$ cat src/rtl/uibi_interconnect.sv
// Round-robin switch between N_MASTER bus masters and N_SLAVE slaves of the internal bus.
// Times out hung slaves and answers unmapped targets with an error completion.
//
// state | meaning
// IDLE  | arbitrate among requesters, latch grant and target
// BUSY  | route granted master to target slave, count wait cycles
// ERR   | one-cycle error completion (timeout or unmapped target)
module uibi_interconnect #(
  parameter int XLEN        = 32,
  parameter int SLAVE_WIDTH = 4,
  parameter int N_MASTER    = 2,
  parameter int N_SLAVE     = 8,
  parameter int TIMEOUT     = 255
) (
  input  logic                                  clk,
  input  logic                                  rst,
  input  logic [N_MASTER*XLEN-1:0]              master_dat_i,
  output logic [N_MASTER*XLEN-1:0]              master_dat_o,
  input  logic [N_MASTER*(XLEN-SLAVE_WIDTH)-1:0] master_addr,
  input  logic [N_MASTER*SLAVE_WIDTH-1:0]       master_num,
  input  logic [N_MASTER-1:0]                   master_req,
  input  logic [N_MASTER-1:0]                   master_wen,
  input  logic [N_MASTER*3-1:0]                 master_mode,
  output logic [N_MASTER-1:0]                   master_ready,
  input  logic [N_SLAVE*XLEN-1:0]               slave_dat_i,
  output logic [N_SLAVE*XLEN-1:0]               slave_dat_o,
  output logic [N_SLAVE*(XLEN-SLAVE_WIDTH)-1:0] slave_addr,
  output logic [N_SLAVE-1:0]                    slave_req,
  output logic [N_SLAVE-1:0]                    slave_wen,
  output logic [N_SLAVE*3-1:0]                  slave_mode,
  input  logic [N_SLAVE-1:0]                    slave_ready,
  output logic                                  bus_err,
  output logic [2:0]                            err_master
);

  localparam int AW = XLEN - SLAVE_WIDTH;
  localparam int GW = $clog2(N_MASTER);
  localparam int CW = $clog2(TIMEOUT + 1);

  typedef enum logic [1:0] {IDLE = 2'd0, BUSY = 2'd1, ERR = 2'd2} state_t;

  state_t                 state, state_nxt;
  logic [GW-1:0]          grant, grant_nxt, last, last_nxt;
  logic [SLAVE_WIDTH-1:0] tgt, tgt_nxt;
  logic [CW-1:0]          cnt, cnt_nxt;
  logic [GW-1:0]          pick, idx;
  logic                   found;

  always_ff @(posedge clk) begin
    if (rst) begin
      state <= IDLE;
      grant <= '0;
      last  <= GW'(N_MASTER - 1);
      tgt   <= '0;
      cnt   <= '0;
    end else begin
      state <= state_nxt;
      grant <= grant_nxt;
      last  <= last_nxt;
      tgt   <= tgt_nxt;
      cnt   <= cnt_nxt;
    end
  end

  always_comb begin
    state_nxt = state;
    grant_nxt = grant;
    last_nxt  = last;
    tgt_nxt   = tgt;
    cnt_nxt   = cnt;
    pick      = last;
    idx       = '0;
    found     = 1'b0;
    // search starts one past the last served master, wrapping around
    for (int i = 1; i <= N_MASTER; i++) begin
      idx = GW'((int'(last) + i) % N_MASTER);
      if (!found && master_req[idx]) begin
        found = 1'b1;
        pick  = idx;
      end
    end
    case (state)
      IDLE: begin
        if (found) begin
          grant_nxt = pick;
          tgt_nxt   = master_num[pick*SLAVE_WIDTH +: SLAVE_WIDTH];
          cnt_nxt   = '0;
          state_nxt = (int'(master_num[pick*SLAVE_WIDTH +: SLAVE_WIDTH]) < N_SLAVE) ? BUSY : ERR;
        end
      end
      BUSY: begin
        if (slave_ready[tgt] || !master_req[grant]) begin
          state_nxt = IDLE;
          last_nxt  = grant;
        end else begin
          cnt_nxt = cnt + 1'b1;
          if (cnt_nxt == CW'(TIMEOUT)) state_nxt = ERR;
        end
      end
      ERR: begin
        state_nxt = IDLE;
        last_nxt  = grant;
      end
      default: state_nxt = IDLE;
    endcase
  end

  always_comb begin
    master_dat_o = '0;
    master_ready = '0;
    slave_dat_o  = '0;
    slave_addr   = '0;
    slave_req    = '0;
    slave_wen    = '0;
    slave_mode   = '0;
    bus_err      = 1'b0;
    err_master   = '0;
    case (state)
      BUSY: begin
        slave_req[tgt]                = master_req[grant];
        slave_wen[tgt]                = master_wen[grant];
        slave_addr[tgt*AW +: AW]      = master_addr[grant*AW +: AW];
        slave_mode[tgt*3 +: 3]        = master_mode[grant*3 +: 3];
        slave_dat_o[tgt*XLEN +: XLEN] = master_dat_i[grant*XLEN +: XLEN];
        master_ready[grant]             = slave_ready[tgt];
        master_dat_o[grant*XLEN +: XLEN] = slave_dat_i[tgt*XLEN +: XLEN];
      end
      ERR: begin
        master_ready[grant] = 1'b1;
        bus_err             = 1'b1;
        err_master          = 3'(grant);
      end
      default: ;
    endcase
  end

endmodule

$ cat config.mk
export PLATFORM = sky130hd
export DESIGN_NAME = uibi_interconnect
export DESIGN_NICKNAME = d
export VERILOG_FILES = /design/src/rtl/uibi_interconnect.sv
export SDC_FILE = /design/constraint.sdc
export NUM_CORES = 1
export LEC_CHECK = 0
export CAP_MARGIN = 25
export CORE_AREA = 3 3 384 386
export CTS_CLUSTER_SIZE = 24
export DETAILED_ROUTE_END_ITERATION = 16
export DIE_AREA = 0 0 387 389
export PLACE_DENSITY = 0.3
export SYNTH_ARGS = -nofsm -noshare
export SYNTH_HDL_FRONTEND = slang
export SYNTH_SLANG_ARGS = --single-unit
$ cat constraint.sdc
create_clock -name clk -period 5.85 [get_ports clk]
set_input_delay 0.8775 -clock clk [delete_from_list [all_inputs] [get_ports clk]]
set_output_delay 0.8775 -clock clk [all_outputs]
set_load 0.05 [all_outputs]
==> results.ini, run 1 <==
[layout]
drive_gt1_frac = 0.299
layout.cells.non_filler = 4651
utilization = 0.196
multi_input_comb_area_mm2 = 0.0103
fill_cells = 16000
regArea_um2 = 335
finish.net_count = 3167
syn2layout_area_growth_pct = 152

[critical_path]
r2r_cells = 7
ff2ff_setup_slack_ns = 2.42
worstReg2RegEnd = cnt[1]$_SDFFE_PP0P_
critPathLaunchType = flop
worstPathArrival_ns = 4.72
cp.required_ns = 4.97
critPathKind = reg -> out
critPathMaxFanout = 6
cp-endpoint = slave_addr[20]
cp-end-kind = output pin
rr_startpoint = tgt[0]$_SDFFE_PP0P_
crit_start = tgt[0]$_SDFFE_PP0P_

[synth]
ys_ff_latch = 16
netlist-cell-type-count = 76
postSynthCellCount = 1779
synth_area_leaders = nor2_1 19%, mux4_2 17%, nand2_1 9.0%
yosys.area.top_type_share = 0.188
yosys.area.top_type = nor2_1
seq_area_frac_synth = 0.0286
synth_edf_count = 0
synthArstFlopShare = 0
synth_area_mm2 = 0.0112
ys.flop_type = dfxtp_1
ys_warn_count = 0
avgSynthCellArea_um2 = 6.30

[pwr]
power_density_mw_per_mm2 = 240
report.power.total_w = 0.00678
peakVddDrop_mv = 0.326
leakage_nw = 10.2

[grt]
met3_usage = 0.0414
grt_pass1_vias = 18700
grt_max_degree = 68
antenna_found_initial = 40
grt_pass1_wl_mm = 186
grt_overflow_total = 0
use_met1 = 0.190
grtUsageMet2 = 0.360
track_usage = 0.180
grt-busiest-layer = met2

[sta]
finClkSkew_ns = 0.00528
rsz0062_at_grt = false
fmax_ghz = 0.179
hold_viol = 0
fin_crit_ns = 5.60
setup_viol = 0
slew_viol_final = 0
finalSetupTns_ns = 0
slew_headroom = 0.322
tightest_slew_ns = 0.989
finalCritPeriodShare = 0.957

[routing]
drt_iter0_drc = 994
firstDrtPassIters = 7
wl_per_cell_um = 30.8
wl_mm = 143
antenna_left = 0
avgViaCountPerCell = 3.90
vias = 18100
drc = 0

[placed_design]
io_buffer_count = 991
gp_congestion = 0.891
dp_hpwl_mm = 125
placed_cells = 4634

[worst_hold_path]
worstHoldPathType = reg -> reg

[floorplan]
die_h_um = 389
core_area_mm2 = 0.144
io-pin-count = 994
design.die.area_mm2 = 0.151
die_w_um = 387
rows = 139
start_util = 0.0780

[cts]
clock_sinks = 16
cts_tree = built
cts_hold_buffers = 0
cts_buffers = 3
clkTransAtPathRegs_ns = 0.06
cts-root-buf = clkbuf_16
ctsLongestPathBuffers = 2
clock_latency_ns = 0.26
htreeDepth = 1

[outcome]
status = finished, final reports clean

[job]
maxCapViolCount = 0

where the power goes:
part	switching [W]	leakage, nW	total (W)	internal (W)
sequential	0.0000391	0.133	0.000160	0.000121
combinational	0.00442	10.0	0.00646	0.00203
clock	0.0000547	0.0442	0.000159	0.000104
state kept, by name (all words and copies together) (netlist names):
register  cells
cnt           8
state         2
last          1
grant         1
tgt           4
cell families (layout without fill, tap and decap cells):
family                   count (synthesis)  count (layout)  share of synthesized area
XOR/XNOR                                16              16                     0.0158
other                                    1              14                   0.000334
flip-flops                              16              16                     0.0286
AO/OA/AOI/OAI                          250             250                      0.154
AND/OR/NAND/NOR                       1091            1091                      0.420
adder cells (fa/ha/maj)                 26              26                     0.0317
buffers and inverters                  169            1125                     0.0624
multiplexers                           210             210                      0.287
worst max-delay path, cell delays in order (launching register included):
cell and delay [ns]:
dfxtp_4 0.37, fa_1 0.54, ha_1 0.18, inv_1 0.06, fa_1 0.51, nor2b_1 0.21
nand3_1 0.29, nor2_1 0.22, ha_2 0.33, clkinv_1 0.07, buf_4 0.14, nand2_1 0.13
nor4_4 0.33, a21oi_1 0.25, a211oi_1 0.59, buf_12 0.22
worst min-delay path by stage:
stage                        start                  end  slack [ns]  cells after the start
6_report       cnt[7]$_SDFFE_PP0P_  cnt[7]$_SDFFE_PP0P_        0.50                      2
5_1_grt        cnt[7]$_SDFFE_PP0P_  cnt[7]$_SDFFE_PP0P_        0.55                      2
4_1_cts        cnt[7]$_SDFFE_PP0P_  cnt[7]$_SDFFE_PP0P_        0.50                      2
3_5_place_dp   cnt[7]$_SDFFE_PP0P_  cnt[7]$_SDFFE_PP0P_        0.50                      2
3_3_place_gp   cnt[7]$_SDFFE_PP0P_  cnt[7]$_SDFFE_PP0P_        0.49                      2
2_1_floorplan  cnt[7]$_SDFFE_PP0P_  cnt[7]$_SDFFE_PP0P_        0.46                      2
through the flow:
step	worst slack (ns)	hold WS, ns	area (um^2)
floorplan	-0.299	0.458	11300
global placement	0.233	0.492	28000
detailed placement	0.180	0.496	28000
CTS	0.0754	0.504	28100
global route	0.00304	0.551	28200
finish	0.252	0.505	28200
cell type report:
class | instances | share of cell area
repair buffers | 1099 | 0.530
multi-input cells | 1595 | 0.367
well taps | 1903 | 0.0844
flip-flops and latches | 16 | 0.0119
clock buffers | 4 | 0.00315
inverters | 22 | 0.00293
diodes | 12 | 0.00106
routing by layer:
layer	part of all wire	wire length [um]	up-vias
li1	-	-	8202
met1	0.37	52300	8964
met2	0.55	78800	816
met3	0.062	8910	123
met4	0.021	2950	12
met5	0.00057	81	-
timing repair:
item	4_1_cts	5_1_grt
resized for setup	3	9
endpoints found under the setup margin	3	10
setup buffers	0	0
gates cloned	0	0
cells in the mapped netlist, types with 35 or more instances:
| cell type | n |
|---|---|
| nor2_1 | 563 |
| nand2_1 | 270 |
| clkbuf_1 | 84 |
| mux4_2 | 83 |
| mux2i_1 | 64 |
| mux2_2 | 63 |
| a21oi_1 | 53 |
| nor2b_1 | 50 |
| nand3_1 | 47 |
| buf_2 | 40 |
| nor3_1 | 37 |
| a22oi_1 | 35 |
placed cells by master (no fill, tap or decap), drive strengths merged, types with 22 or more instances in the layout:
master           n
buf            612
nor2           564
clkdlybuf4s50  487
nand2          270
mux4            83
mux2i           64
mux2            63
a21oi           54
nor2b           50
nand3           48
nor3            40
o21ai           36
a22oi           35
and3            30
ha              22
nor4            22
Power figures use the tool's default switching activity.
==> run 2: changes to the inputs <==
--- a/config.mk
+++ b/config.mk
@@ -10,7 +10,9 @@
 export CTS_CLUSTER_SIZE = 24
 export DETAILED_ROUTE_END_ITERATION = 16
 export DIE_AREA = 0 0 387 389
+export MAX_ROUTING_LAYER = met4
 export PLACE_DENSITY = 0.3
+export SKIP_LAST_GASP = 1
 export SYNTH_ARGS = -nofsm -noshare
 export SYNTH_HDL_FRONTEND = slang
 export SYNTH_SLANG_ARGS = --single-unit
==> run 2 against run 1 <==
Net effect: clock power grew 6%; fmax up 0.77%; routed wire length increased by 0.12%; sequential share of layout area about the same; sequential cell count is the same; worst setup slack better by 0.043 ns; largest power group unchanged.
==> results.ini, run 2 (same netlist as run 1, synthesis figures left out) <==
[pwr]
peakVddDrop_mv = 0.192
report.power.total_w = 0.00679
leakage_nw = 10.2
power_density_mw_per_mm2 = 241

[routing]
firstDrtPassIters = 5
drc = 0
vias = 18000
drt_iter0_drc = 1089
avgViaCountPerCell = 3.87
antenna_left = 0
wl_mm = 143
wl_per_cell_um = 30.7

[floorplan]
rows = 139
design.die.area_mm2 = 0.151
start_util = 0.0780
die_w_um = 387
io-pin-count = 994
die_h_um = 389
core_area_mm2 = 0.144

[layout]
drive_gt1_frac = 0.296
layout.cells.non_filler = 4659
largest_reg_flops = 8
largestRegisters = cnt (8), tgt (4), state (2)
regMostFlops = cnt
final_common_cell = nor2_1
final_cell_mix = 563 x nor2_1, 487 x clkdlybuf4s50_1, 440 x buf_12
syn2layout_area_growth_pct = 152
finish.net_count = 3164

[cts]
clock_latency_ns = 0.27
clkTransAtPathRegs_ns = 0.06
cts-root-buf = clkbuf_16
htreeDepth = 1
cts_tree = built
cts_buffers = 3
ctsLongestPathBuffers = 2
clock_sinks = 16
cts_hold_buffers = 0

[grt]
grt_pass1_wl_mm = 185
track_usage = 0.185
grt_overflow_total = 0
antenna_found_initial = 40
grt_pass1_vias = 18500
grt_max_degree = 94

[sta]
setup_viol = 0
fin_crit_ns = 5.56
finalCritPeriodShare = 0.950
tightest_slew_ns = 1.03
hold_viol = 0
fmax_ghz = 0.180
whs_ns = 0.511
finClkSkew_ns = 0.00381
rsz0062_at_grt = true
slew_headroom = 0.309
slew_viol_final = 0

[critical_path]
ff2ff_setup_slack_ns = 2.27
worstPathArrival_ns = 4.68
crit_path_top_delay_cell = nor3_1
critPathMaxStageDelay_ns = 0.63
critPathLaunchType = flop
path_cells = fa_1 > ha_1 > inv_1 > fa_1 > xor2_2 > buf_4 > nand3_2 > xor3_2 > nor3_1 > a31oi_1 > a211oi_1 > buf_12
cp-end-kind = output pin
cpMostUsedCell = fa_1
critPathMaxFanout = 23
cp.required_ns = 4.97
critPathKind = reg -> out

[outcome]
status = finished, final reports clean

[job]
maxCapViolCount = 0

[placed_design]
placed_cells = 4632
dp_hpwl_mm = 125
gp_congestion = 0.925
io_buffer_count = 991

[worst_hold_path]
worstHoldPathType = reg -> reg

run 2: cell count changes in the layout (fill, tap and decap cells not counted), sizes merged:
cell   previous run  this run
buf             612       609
diode            12        23
run 2: path summary, 6_finish.rpt:
path / start / to / depth (start not counted)
min reg2reg: cnt[7]$_SDFFE_PP0P_ / cnt[7]$_SDFFE_PP0P_ / 2
min: cnt[7]$_SDFFE_PP0P_ / cnt[7]$_SDFFE_PP0P_ / 2
max: tgt[0]$_SDFFE_PP0P_ / slave_addr[16] / 12
max reg2reg: state[1]$_SDFFE_PP0P_ / cnt[6]$_SDFFE_PP0P_ / 8
run 2: report_power, final:
group | switching [W] | internal [W]
registers | 0.0000372 | 0.000121
clock network | 0.0000629 | 0.000105
logic | 0.00445 | 0.00201
total | 0.00455 | 0.00224
run 2: per-stage QoR:
stage / TNS [ns] / cell area, um^2 / setup slack (ns) / util
finish: 0 / 28200 / 0.295 / 0.196
global route: -0.0407 / 28200 / -0.0166 / 0.196
CTS: 0 / 28100 / 0.0153 / 0.196
detailed placement: 0 / 28000 / 0.326 / 0.195
global placement: 0 / 28000 / 0.301 / 0.195
floorplan: -1.20 / 11300 / -0.299 / -
run 2: area by class of cell:
| cell class | count | area (um^2) |
|---|---|---|
| tap | 1903 | 2380 |
| clock buffer | 4 | 88.8 |
| fill | 16000 | 116000 |
| multi-input combinational | 1595 | 10300 |
| antenna | 23 | 57.6 |
| timing repair buffer | 1096 | 15000 |
| inverter | 22 | 82.6 |
| sequential | 16 | 335 |
run 2: what timing repair did:
item / in CTS / in global routing
endpoints found under the setup margin: 1 / 15
gates resized for setup: 1 / 6
setup buffers: 0 / 0
run 2: worst max-delay path, delay by kind of cell (launching register included):
family | cells | cell delay (ns)
adders and majority gates | 3 | 1.14
buffers and inverters | 3 | 0.44
and+or+nand+nor | 2 | 0.87
xor gates and xnor gates | 2 | 0.73
DFF | 1 | 0.36
AOI/OAI and AO/OA | 2 | 0.84
run 2: routing by layer:
metal	GRT usage	wire, um	vias to the layer above
met4	0.0420	3870	0
met3	0.0363	7950	111
met1	0.195	53500	8862
li1	-	-	8207
met2	0.354	77900	832
met5	-	0	-
